**src/rtl/uart_rx_fifo.sv**
```systemverilog
// 8N1 UART receiver feeding a first-word-fall-through byte FIFO with valid/ready output.
// Reports stop-bit framing errors as a one-cycle pulse and FIFO overflow as a sticky flag.
module uart_rx_fifo #(
  parameter int unsigned CLK_FREQ_HZ = 12_500_000,
  parameter int unsigned BAUD        = 115200,
  parameter int unsigned FIFO_DEPTH  = 16
) (
  input  logic                          clk,
  input  logic                          rstn,
  input  logic                          i_rx,
  output logic [7:0]                    o_data,
  output logic                          o_valid,
  input  logic                          i_ready,
  output logic [$clog2(FIFO_DEPTH):0]   o_count,
  output logic                          o_frame_err,
  output logic                          o_overflow,
  input  logic                          i_clr
);

  localparam int unsigned DIV   = CLK_FREQ_HZ / BAUD;
  localparam int unsigned CNT_W = $clog2(DIV);
  localparam int unsigned AW    = $clog2(FIFO_DEPTH);
  localparam int unsigned PW    = AW + 1;

  typedef enum logic [1:0] {
    IDLE  = 2'd0,
    START = 2'd1,
    DATA  = 2'd2,
    STOP  = 2'd3
  } state_e;

  state_e           state_q, state_d;
  logic             sync1_q, rx_s_q;
  logic [CNT_W-1:0] cnt_q, cnt_d;
  logic [2:0]       bit_q, bit_d;
  logic [7:0]       shreg_q, shreg_d;
  logic             armed_q, armed_d;
  logic             frame_err_q, frame_err_d;
  logic             ovf_q, ovf_d;
  logic [PW-1:0]    wr_q, wr_d;
  logic [PW-1:0]    rd_q, rd_d;
  logic [7:0]       mem_q [FIFO_DEPTH];
  logic [7:0]       mem_d [FIFO_DEPTH];

  logic             rx_s;
  logic             push_c;
  logic             pop_c;
  logic             full_c;
  logic             empty_c;
  logic             wr_en_c;

  assign rx_s    = rx_s_q;
  assign empty_c = (wr_q == rd_q);
  assign full_c  = (wr_q[AW] != rd_q[AW]) && (wr_q[AW-1:0] == rd_q[AW-1:0]);
  assign pop_c   = !empty_c && i_ready;

  // Frame decoder: mid-bit sampling driven by a down-counting baud timer
  always_comb begin
    state_d     = state_q;
    cnt_d       = cnt_q;
    bit_d       = bit_q;
    shreg_d     = shreg_q;
    armed_d     = armed_q;
    frame_err_d = 1'b0;
    push_c      = 1'b0;

    case (state_q)
      IDLE: begin
        if (rx_s) begin
          armed_d = 1'b1;
        end else if (armed_q) begin
          state_d = START;
          cnt_d   = CNT_W'(DIV / 2 - 1);
        end
      end
      START: begin
        if (cnt_q != '0) begin
          cnt_d = cnt_q - CNT_W'(1);
        end else if (rx_s) begin
          state_d = IDLE;
        end else begin
          state_d = DATA;
          cnt_d   = CNT_W'(DIV - 1);
          bit_d   = 3'd0;
        end
      end
      DATA: begin
        if (cnt_q != '0) begin
          cnt_d = cnt_q - CNT_W'(1);
        end else begin
          shreg_d = {rx_s, shreg_q[7:1]};
          cnt_d   = CNT_W'(DIV - 1);
          bit_d   = bit_q + 3'd1;
          if (bit_q == 3'd7) begin
            state_d = STOP;
          end
        end
      end
      STOP: begin
        if (cnt_q != '0) begin
          cnt_d = cnt_q - CNT_W'(1);
        end else begin
          state_d = IDLE;
          // A low stop sample (e.g. a break) must see the line high again before re-arming
          armed_d = rx_s;
          if (rx_s) begin
            push_c = 1'b1;
          end else begin
            frame_err_d = 1'b1;
          end
        end
      end
      default: begin
        state_d = IDLE;
      end
    endcase
  end

  // FIFO pointers and storage; a push into a full FIFO is legal when a pop frees the head
  always_comb begin
    mem_d   = mem_q;
    wr_d    = wr_q;
    rd_d    = rd_q;
    ovf_d   = ovf_q;
    wr_en_c = push_c && (!full_c || pop_c);

    if (wr_en_c) begin
      mem_d[wr_q[AW-1:0]] = shreg_q;
      wr_d                = wr_q + PW'(1);
    end
    if (pop_c) begin
      rd_d = rd_q + PW'(1);
    end
    if (i_clr) begin
      ovf_d = 1'b0;
    end
    if (push_c && full_c && !pop_c) begin
      ovf_d = 1'b1;
    end
  end

  always_ff @(posedge clk or negedge rstn) begin
    if (!rstn) begin
      sync1_q     <= 1'b1;
      rx_s_q      <= 1'b1;
      state_q     <= IDLE;
      cnt_q       <= '0;
      bit_q       <= '0;
      shreg_q     <= '0;
      armed_q     <= 1'b1;
      frame_err_q <= 1'b0;
      ovf_q       <= 1'b0;
      wr_q        <= '0;
      rd_q        <= '0;
      for (int i = 0; i < int'(FIFO_DEPTH); i++) begin
        mem_q[i] <= '0;
      end
    end else begin
      sync1_q     <= i_rx;
      rx_s_q      <= sync1_q;
      state_q     <= state_d;
      cnt_q       <= cnt_d;
      bit_q       <= bit_d;
      shreg_q     <= shreg_d;
      armed_q     <= armed_d;
      frame_err_q <= frame_err_d;
      ovf_q       <= ovf_d;
      wr_q        <= wr_d;
      rd_q        <= rd_d;
      mem_q       <= mem_d;
    end
  end

  assign o_data      = mem_q[rd_q[AW-1:0]];
  assign o_valid     = !empty_c;
  assign o_count     = wr_q - rd_q;
  assign o_frame_err = frame_err_q;
  assign o_overflow  = ovf_q;

endmodule

```
**config.mk**
```make
export PLATFORM = sky130hd
export DESIGN_NAME = uart_rx_fifo
export DESIGN_NICKNAME = d
export VERILOG_FILES = /design/src/rtl/uart_rx_fifo.sv
export SDC_FILE = /design/constraint.sdc
export NUM_CORES = 1
export LEC_CHECK = 0
export ABC_AREA = 1
export CAP_MARGIN = 40
export CORE_ASPECT_RATIO = 0.5
export CORE_MARGIN = 5
export CORE_UTILIZATION = 35
export DETAILED_ROUTE_END_ITERATION = 10
export PLACE_DENSITY_LB_ADDON = 0.08
export SYNTH_ARGS = -nofsm -noshare
export SYNTH_HDL_FRONTEND = slang
export SYNTH_SLANG_ARGS = --single-unit
```
**constraint.sdc**
```tcl
create_clock -name clk -period 3.25 [get_ports clk]
set_input_delay 0.65 -clock clk [delete_from_list [all_inputs] [get_ports clk]]
set_output_delay 0.65 -clock clk [all_outputs]
set_load 0.01 [all_outputs]
```
==> impl_metrics.yaml <==
clocking:
  htree_levels: 4
  insertion_delay_ps: 440
  clockRootBuffer: "clkbuf_16"
  cts_sinks: 163
  cts_buffer_depth: 2
  cts_made_buffers: 17
  ctsHoldBuffers: 0
  cts_tree: "done"
  clk_pin_slew_ps: 70
setup_path:
  cpPeakStageDelay_ps: 480
  cp_max_fo: 30
  critical_path.cell_chain: "clkinvlp_4, buf_12, o21ai_0, o21ai_0, nand2_1, nand2_1, inv_1, nand2_1, clkdlybuf4s50_1"
  r2r_start: "rd_q[1]"
  crit_buf_inv: 4
  crit_type: "flip-flop to output pin"
  end_kind: "output pin"
  path_common_cell: "nand2_1"
  reg2reg_depth: 10
  worstPathRequired_ps: 2600
  regToRegSetupSlack_ps: 850
  cp_top_family: "buffers and inverters"
  crit_slowest_cell: "clkdlybuf4s50_1"
  worst-path-stages: 9
  critPathArrivalTime_ps: 2520
  worstSetupStartpointType: "flip-flop"
  startpoint: "rd_q[0]"
  regToRegEndpoint: "mem_q[93]"
place:
  dp_hpwl_um: 18700
  gp_congestion: 0.826
  portBuffers: 20
timing:
  post-route-period-util_pct: 97.4
  fin_crit_ps: 3170
  report.final.slew_viol_count: 0
  fin_skew_ps: 9.65
  rsz0062_at_grt: "no"
  fmax_mhz: 316
  finalHoldViolCount: 0
  setup_viol: 0
  relSlewSlack_pct: 44.5
  max_slew.worst_pin.slew_ps: 829
  setup_tns_ps: 0
run_status:
  outcome: "complete, no violations"
synth:
  syn_avg_cell_area_um2: 8.03
  syn_inst: 1112
  synth_edf_count: 0
  seq_area_frac_synth_pct: 45.7
  synth.distinct_cells: 36
  synthesis.nets: 1135
  ys.flop_type: "dfrtp_1"
  yosysWarnings: 0
  syn_area_um2: 8930
  synthArstFlopShare_pct: 100
  ys_ff_latch: 163
global_route:
  grt_overflow: 0
  grtUsageTotal_pct: 20.3
  grt_pass1_wl_um: 45700
  grt_pass1_vias: 7646
  antenna_found_initial: 0
  grt_max_degree: 69
power:
  p_total_uw: 7360
  vdd_drop_max_mv: 0.323
  leakage_uw: 0.00509
  p_per_area_nw_per_um2: 719
die:
  die_height_um: 123
  row_count: 41
  io_pins: 21
  die_x_um: 236
  start_util_pct: 35.5
  die-area_um2: 29000
  coreArea_um2: 25200
flow_run:
  maxCapViolations: 0
detailed_routing:
  wirelength_um: 28500
  firstDrtPassIters: 5
  routedWlPerCell_um: 19.4
  first_iter_violations: 766
  num_vias: 7766
  drc_errors: 0
  viasPerCell: 5.28
  postRouteAntennaNets: 0
hold_path:
  hold_path.class: "primary input to asynchronous set/reset pin"
final_layout:
  syn2layout_area_growth_pct: 14.5
  nNetsFinal: 1137
  final_util_pct: 40.6
  final_common_cell: "nand2_1"
  drive_gt1_share_pct: 8.88
  final_cell_mix: "nand2_1, dfrtp_1, nand4_1"
  antenna_cells: 0
-- cell type report --
type                       count  area (µm²)
clock inverter                 4        47.5
multi-input combinational    824        4180
timing repair buffer          55         785
fill                        2544       15000
sequential                   163        4090
tap                          344         430
inverter                      53         203
clock buffer                  27         503
-- metal layers --
| layer | part of all wire [%] | GRT usage, % | vias up | wire length, µm |
|---|---|---|---|---|
| li1 | - | - | 3752 | - |
| met1 | 48 | 28.5 | 3802 | 13700 |
| met2 | 46 | 31.8 | 180 | 13000 |
| met3 | 4.7 | 4.64 | 32 | 1340 |
| met4 | 1.8 | 5.58 | 0 | 512 |
| met5 | 0 | 0 | - | 0 |
-- Yosys cell counts (all sizes together) (2+ instances only) --
master	instances	area share, %
xor2	10	0.98
nand3b	2	0.21
nand4	133	9.3
nand2	352	15
o211ai	16	1.3
nand3	41	4.4
clkbuf	37	1.6
buf	35	3.9
a21oi	14	0.78
dfstp	3	0.88
inv	52	2.2
nor2	135	6.2
dfrtp	160	45
xnor2	2	0.20
o21ai	98	5.5
ha	17	2.4
-- per-stage QoR --
step / hold WS [ps] / area [µm²] / cells / worst slack [ps]
2_1_floorplan: 345 / 8930 / 1112 / 952
3_3_place_gp: 347 / 9320 / 1425 / 368
3_5_place_dp: 347 / 9550 / 1434 / 383
4_1_cts: 141 / 10100 / 1468 / 1.61
5_1_grt: 155 / 10200 / 1470 / 3.48
6_report: 134 / 10200 / 1470 / 83.8
-- worst register-to-register path: stages, from the launching register on --
cell,delay (ps)
dfrtp_2,460
buf_4,180
inv_1,70
ha_1,290
nand2_1,50
nor2_1,230
nand3b_4,380
buf_12,340
nand3_4,190
nand2_1,80
nand2_1,60
-- power breakdown --
group	total (µW)	leakage [µW]	switching (µW)	internal (µW)
combinational	3080	0.00259	1920	1170
sequential	2290	0.00223	157	2130
clock	1980	0.000267	849	1130
-- worst max path at each step --
stage | slack (ps) | to
final | 80 | o_data[7]
after global routing | 3 | o_data[7]
after CTS | 2 | o_count[4]
after detailed placement | 380 | o_data[2]
after global placement | 370 | o_data[2]
after floorplan | 950 | o_count[3]
-- kinds of logic after synthesis --
kind of cell               synth area share [%]
adders and majority gates                  2.60
xor gates and xnor gates                   1.18
and+or+nand+nor                            35.2
buffers and inverters                      7.67
DFF                                        45.7
AOI/OAI and AO/OA                          7.69
-- state kept, by name, summed over array words and instances, names as in the netlist, named ones only --
name         count
armed_q          1
bit_q            3
cnt_q            7
mem_q          128
o_frame_err      1
o_overflow       1
rd_q             5
rx_s             1
shreg_q          8
state_q          1
sync1_q          1
wr_q             5
-- repair_timing --
item | CTS | global route
buffers inserted | 3 | 1
setup endpoints to repair | 4 | 9
pin swaps | 0 | 3
gates cloned | 0 | 1
gates resized for setup | 3 | 20
(Power assumes the default switching activity.)
